**src/rtl/fetch_pkg.sv**
```systemverilog
`default_nettype none
// ============================================================================
// Module      : fetch_pkg
// Description : Shared widths, step size, queue entry type and queue depth for
//               the instruction fetch stage. FETCH_PREFETCH_BUF_EN selects the
//               two-entry prefetch buffer.
// Revision    : 1.0 - initial release
// ============================================================================
package fetch_pkg;

    localparam int FETCH_DATA_WIDTH = 8;
    localparam int FETCH_ADDR_WIDTH = 16;
    localparam int INSTR_WIDTH      = 2 * FETCH_DATA_WIDTH;
    localparam int PC_STEP          = 2;

`ifdef FETCH_PREFETCH_BUF_EN
    localparam int FETCH_DEPTH = 2;
`else
    localparam int FETCH_DEPTH = 1;
`endif

    typedef struct packed {
        logic [FETCH_ADDR_WIDTH-1:0] pc;
        logic [INSTR_WIDTH-1:0]      instr;
    } fetch_entry_t;

endpackage
`default_nettype wire

```
**src/rtl/fetch_queue.sv**
```systemverilog
`default_nettype none
// ============================================================================
// Module      : fetch_queue
// Description : Small in-order output queue (DEPTH 1 or 2) holding fetched
//               {pc, instr} entries; supports push, pop and flush.
// Revision    : 1.0 - initial release
// ============================================================================
module fetch_queue #(
    parameter int DEPTH = 1,
    parameter int WIDTH = 32
) (
    input  logic             clk,
    input  logic             rst_n,
    input  logic             push,
    input  logic [WIDTH-1:0] push_data,
    input  logic             pop,
    input  logic             flush,
    output logic [1:0]       occ,
    output logic [WIDTH-1:0] head_data
);

    localparam logic [1:0] c_DEPTH    = 2'(DEPTH);
    localparam logic       c_SINGLE   = (DEPTH == 1);

    logic [WIDTH-1:0] r_mem [DEPTH];
    logic             r_rd_ptr;
    logic             r_wr_ptr;
    logic [1:0]       r_occ;
    logic             w_pop;
    logic             w_push;

    assign w_pop  = pop && (r_occ != 2'd0);
    // A push into a full queue is legal only when the head leaves in the same cycle
    assign w_push = push && !flush && ((r_occ < c_DEPTH) || w_pop);

    always_ff @(posedge clk or negedge rst_n) begin
        if (!rst_n) begin
            r_occ    <= 2'd0;
            r_rd_ptr <= 1'b0;
            r_wr_ptr <= 1'b0;
        end else if (flush) begin
            r_occ    <= 2'd0;
            r_rd_ptr <= 1'b0;
            r_wr_ptr <= 1'b0;
        end else begin
            r_occ <= r_occ + 2'(w_push) - 2'(w_pop);
            if (w_pop) begin
                r_rd_ptr <= c_SINGLE ? 1'b0 : ~r_rd_ptr;
            end
            if (w_push) begin
                r_wr_ptr <= c_SINGLE ? 1'b0 : ~r_wr_ptr;
            end
        end
    end

    for (genvar i = 0; i < DEPTH; i++) begin : g_entry
        always_ff @(posedge clk or negedge rst_n) begin
            if (!rst_n) begin
                r_mem[i] <= '0;
            end else if (w_push && (r_wr_ptr == 1'(i))) begin
                r_mem[i] <= push_data;
            end
        end
    end

    assign occ       = r_occ;
    assign head_data = r_mem[r_rd_ptr];

endmodule
`default_nettype wire

```
**src/rtl/fetch_unit.sv**
```systemverilog
`default_nettype none
// ============================================================================
// Module      : fetch_unit
// Description : Instruction fetch stage: PC, memory issue, byte-pair capture
//               and valid/ready delivery with redirect flush. Define
//               FETCH_PREFETCH_BUF_EN for the two-entry prefetch buffer.
// Revision    : 1.0 - initial release
// ============================================================================
module fetch_unit
    import fetch_pkg::*;
#(
    parameter int DATA_WIDTH = 8,
    parameter int ADDR_WIDTH = 16,
    parameter int RESET_PC   = 0
) (
    input  logic                    clk,
    input  logic                    rst_n,
    output logic [ADDR_WIDTH-1:0]   mem_address,
    input  logic [DATA_WIDTH-1:0]   mem_data_read_high,
    input  logic [DATA_WIDTH-1:0]   mem_data_read_low,
    input  logic                    redirect_valid,
    input  logic [ADDR_WIDTH-1:0]   redirect_pc,
    output logic                    instr_valid,
    input  logic                    instr_ready,
    output logic [2*DATA_WIDTH-1:0] instr,
    output logic [ADDR_WIDTH-1:0]   instr_pc
);

    localparam int                    c_ENTRY_W  = ADDR_WIDTH + 2 * DATA_WIDTH;
    localparam logic [2:0]            c_DEPTH    = 3'(FETCH_DEPTH);
    localparam logic [ADDR_WIDTH-1:0] c_RESET_PC = ADDR_WIDTH'(RESET_PC) & ~ADDR_WIDTH'(1);
    localparam logic [ADDR_WIDTH-1:0] c_PC_STEP  = ADDR_WIDTH'(PC_STEP);

    logic [ADDR_WIDTH-1:0] r_pc;
    logic [ADDR_WIDTH-1:0] r_inflight_pc;
    logic                  r_inflight;

    logic [1:0]            w_occ;
    logic [2:0]            w_pending;
    logic                  w_transfer;
    logic                  w_issue;
    logic                  w_push;
    logic [c_ENTRY_W-1:0]  w_push_data;
    logic [c_ENTRY_W-1:0]  w_head;

    assign w_transfer = instr_valid && instr_ready;
    // Slots already claimed once this cycle's transfer leaves the queue
    assign w_pending  = {1'b0, w_occ} + {2'b00, r_inflight} - {2'b00, w_transfer};
    assign w_issue    = !redirect_valid && (w_pending < c_DEPTH);

    // Data returning in a redirect cycle belongs to the abandoned path
    assign w_push      = r_inflight && !redirect_valid;
    assign w_push_data = {r_inflight_pc, mem_data_read_high, mem_data_read_low};

    always_ff @(posedge clk or negedge rst_n) begin
        if (!rst_n) begin
            r_pc          <= c_RESET_PC;
            r_inflight    <= 1'b0;
            r_inflight_pc <= '0;
        end else if (redirect_valid) begin
            r_pc       <= {redirect_pc[ADDR_WIDTH-1:1], 1'b0};
            r_inflight <= 1'b0;
        end else if (w_issue) begin
            r_pc          <= r_pc + c_PC_STEP;
            r_inflight    <= 1'b1;
            r_inflight_pc <= r_pc;
        end else begin
            r_inflight <= 1'b0;
        end
    end

    fetch_queue #(
        .DEPTH (FETCH_DEPTH),
        .WIDTH (c_ENTRY_W)
    ) u_queue (
        .clk       (clk),
        .rst_n     (rst_n),
        .push      (w_push),
        .push_data (w_push_data),
        .pop       (w_transfer),
        .flush     (redirect_valid),
        .occ       (w_occ),
        .head_data (w_head)
    );

    assign mem_address       = r_pc;
    assign instr_valid       = (w_occ != 2'd0);
    assign {instr_pc, instr} = w_head;

endmodule
`default_nettype wire

```
**config.mk**
```make
export PLATFORM = sky130hd
export DESIGN_NAME = fetch_unit
export DESIGN_NICKNAME = d
export VERILOG_FILES = /design/src/rtl/fetch_pkg.sv /design/src/rtl/fetch_queue.sv /design/src/rtl/fetch_unit.sv
export SDC_FILE = /design/constraint.sdc
export NUM_CORES = 1
export LEC_CHECK = 0
export BUFFER_PORTS_ARGS = -buffer_cell sky130_fd_sc_hd__buf_2
export CAP_MARGIN = 20
export CORE_UTILIZATION = 51
export DETAILED_ROUTE_END_ITERATION = 10
export PLACE_DENSITY = 0.78
export SLEW_MARGIN = 30
export SYNTH_ARGS = -nofsm -noshare
export SYNTH_HDL_FRONTEND = slang
export SYNTH_SLANG_ARGS = --single-unit
export TNS_END_PERCENT = 5
```
**constraint.sdc**
```tcl
create_clock -name clk -period 4.15 [get_ports clk]
set_clock_uncertainty 0.1 [all_clocks]
set_input_delay 0.6225 -clock clk [delete_from_list [all_inputs] [get_ports clk]]
set_output_delay 0.6225 -clock clk [all_outputs]
set_load 0.005 [all_outputs]
```
==> reports/metrics.yaml <==
status: "finished clean"
area_delta_synth_final_pct: 23.36
n_fill_cell: 392
seqCellArea_um2: 1602
whs_ps: 190.7
ir_drop_uv: 549.3
final_cell_mix: "buf_2, dfrtp_1, mux2_2"
ys_seq_area_frac: 0.5641
placed_area_um2: 3303
worstSetupEndpointType: "flop"
synth_area_leaders: "dfrtp_1, mux2_2, mux2_4"
antenna_found_initial: 0
hold_viol_final: 0
synth_largest_area_cell: "dfrtp_1"
cts_tree: "built"
dp_hpwl_um: 3718
netlist_instances: 218
die_h_um: 76.61
ctsHoldBuffers: 0
synth-seq-cells: 64
crit_path_cell_trace: "nor2_1 > nor2b_1 > ha_1 > inv_1 > ha_1 > inv_1 > fa_1 > xor2_2 > nor3b_2 > and2_1 > buf_4 > mux2_1"
setup_viol: 0
cp.required_ps: 4260
avgRoutedWirePerCell_um: 14.04
dieArea_um2: 5869
track_usage: 0.2069
setup_ws_ps: 572.4
cts.sinks: 64
slew_violations: 0
rsz0062_at_grt: "false"
multi_input_area_um2: 1154
ant_nets: 0
clockBufferDepth: 2
grt_max_degree: 47
dieWidth_um: 76.61
first_global_vias: 2037
rr_startpoint: "u_queue.occ[1]$_DFF_PN0_"
reg2reg_depth: 12
drive_above_1_share: 0.4401
cts_made_buffers: 9
final_nets: 346
setup.worst_path.class: "flop to flop"
clk_latency_ps: 320
core_um2: 5238
r2r_slack_ps: 570
cp-start-kind: "flop"
min_path_type: "primary input to async pin"
synthDominantCellAreaShare: 0.5641
cp_max_fo: 9
cp_slowest_cell: "dfrtp_1"
synth_area_per_cell_um2: 13.02
num_vias: 1986
worstMarginPinSlew_ps: 561.3
synth_warnings: 0
grt_first_pass_wirelength_um: 9183
grt_overflow: 0
vias_per_cell: 5.240
ys_types: 37
synth_area_um2: 2839
timing.final.crit_share: 0.8621
cts_post_setup_buffers_inserted: 0
n_antenna_cell: 0
cap_violations: 0
cts_root_buf: "clkbuf_8"
io_buffer_count: 81
io_pins: 85
firstDrtPassIters: 4
cts_resized: 0
pre_cts_ws_ps: 457.5
layout_commonest_cell: "buf_2"
cts.clk_slew.worst_paths_ps: 70
min_period_ps: 3578
final_area_um2: 3502
fmax_ghz: 0.2795
p_leak_uw: 0.001685
ctsHtreeMaxLevel: 3
arrival_ps: 3690
max_stage_delay_ps: 480
wl_um: 5321
powerDensity_nw_per_um2: 758.2
rows: 26
drt_iter0_markers: 102
drc: 0
r2r-end: "r_inflight_pc[15]$_DFFE_PN0P_"
globalplace.congestion: 0.7787
slew_headroom: 0.6258
initial_core_util: 0.5420
fin_setup_tns_ps: 0
final cells by class:
| class | instances | share of cell area |
|---|---|---|
| clock buffers | 13 | 0.04537 |
| clock inverters | 3 | 0.01143 |
| inverters | 8 | 0.008574 |
| multi-input cells | 137 | 0.3294 |
| flip-flops and latches | 64 | 0.4573 |
| well taps | 70 | 0.02501 |
| repair buffers | 84 | 0.1229 |
metrics by stage:
stage / total power (µW) / util / cells
6_report: 2655 / 0.6687 / 379
5_1_grt: 2860 / 0.6687 / 379
4_1_cts: 2693 / 0.6687 / 379
3_5_place_dp: 2150 / 0.6307 / 363
3_3_place_gp: 2097 / 0.6302 / 363
2_1_floorplan: 1807 / - / 219
cells by family (layout without fill, tap and decap cells):
kind of cell / Yosys count / after routing / share of synthesized area
flops: 64 / 64 / 0.5641
simple gates: 50 / 50 / 0.09432
mux: 48 / 48 / 0.2019
compound gates: 20 / 20 / 0.04187
buf+inv: 18 / 108 / 0.03085
xor+xnor: 11 / 11 / 0.03658
fa+ha+maj: 6 / 6 / 0.02909
other cells: 1 / 2 / 0.001321
flip-flops by register name, indices dropped and copies added (netlist names):
| signal | cells |
|---|---|
| r_inflight | 1 |
| u_queue.occ | 2 |
| u_queue.r_mem | 31 |
| mem_address | 15 |
| r_inflight_pc | 15 |
Yosys cell counts, drive strengths merged:
master	n
nand2b	1
o21ai	10
ha	5
nor3	2
xnor2	6
o31ai	3
or4	4
dfrtp	64
xor2	5
and3	2
nor2b	2
and4	1
and2	1
clkbuf	3
inv	8
conb	1
mux2	47
nor3b	1
nor2	8
buf	7
nand4	4
fa	1
o211ai	2
a31oi	5
nand3	5
or3	2
and4b	1
mux2i	1
nand2	14
nor4	1
nand3b	1
power breakdown:
part | internal, µW | leakage (µW) | total (µW) | switching, µW
logic | 603 | 0.000816 | 1070 | 470
clock network | 309 | 0.000103 | 530 | 221
registers | 895 | 0.000766 | 1050 | 157
total | 1810 | 0.00168 | 2660 | 848
per-layer routing:
layer  share of wire  up-vias  track usage
li1                -      941            -
met1            0.45      974       0.2530
met2            0.49       61       0.3315
met3           0.040       10      0.04910
met4           0.020        0       0.1269
met5               0        -            0
how the worst max path moves through the flow:
stage	start	end	slack [ps]	cells after the start
global placement	instr_ready	r_inflight_pc[15]$_DFFE_PN0P_	600	12
finish	u_queue.occ[1]$_DFF_PN0_	r_inflight_pc[15]$_DFFE_PN0P_	570	12
global route	u_queue.occ[1]$_DFF_PN0_	r_inflight_pc[15]$_DFFE_PN0P_	310	12
CTS	u_queue.occ[1]$_DFF_PN0_	r_inflight_pc[15]$_DFFE_PN0P_	540	12
floorplan	instr_ready	r_inflight_pc[10]$_DFFE_PN0P_	1040	12
detailed placement	instr_ready	r_inflight_pc[15]$_DFFE_PN0P_	460	12
critical path: cells and delay by family, from the launching register on:
family,cells,cell delay (ps)
mux,1,340
simple gates,4,1020
fa+ha+maj,3,860
flops,1,480
buf+inv,3,440
xor+xnor,1,210
No activity file was read; power rests on OpenSTA's default activity.
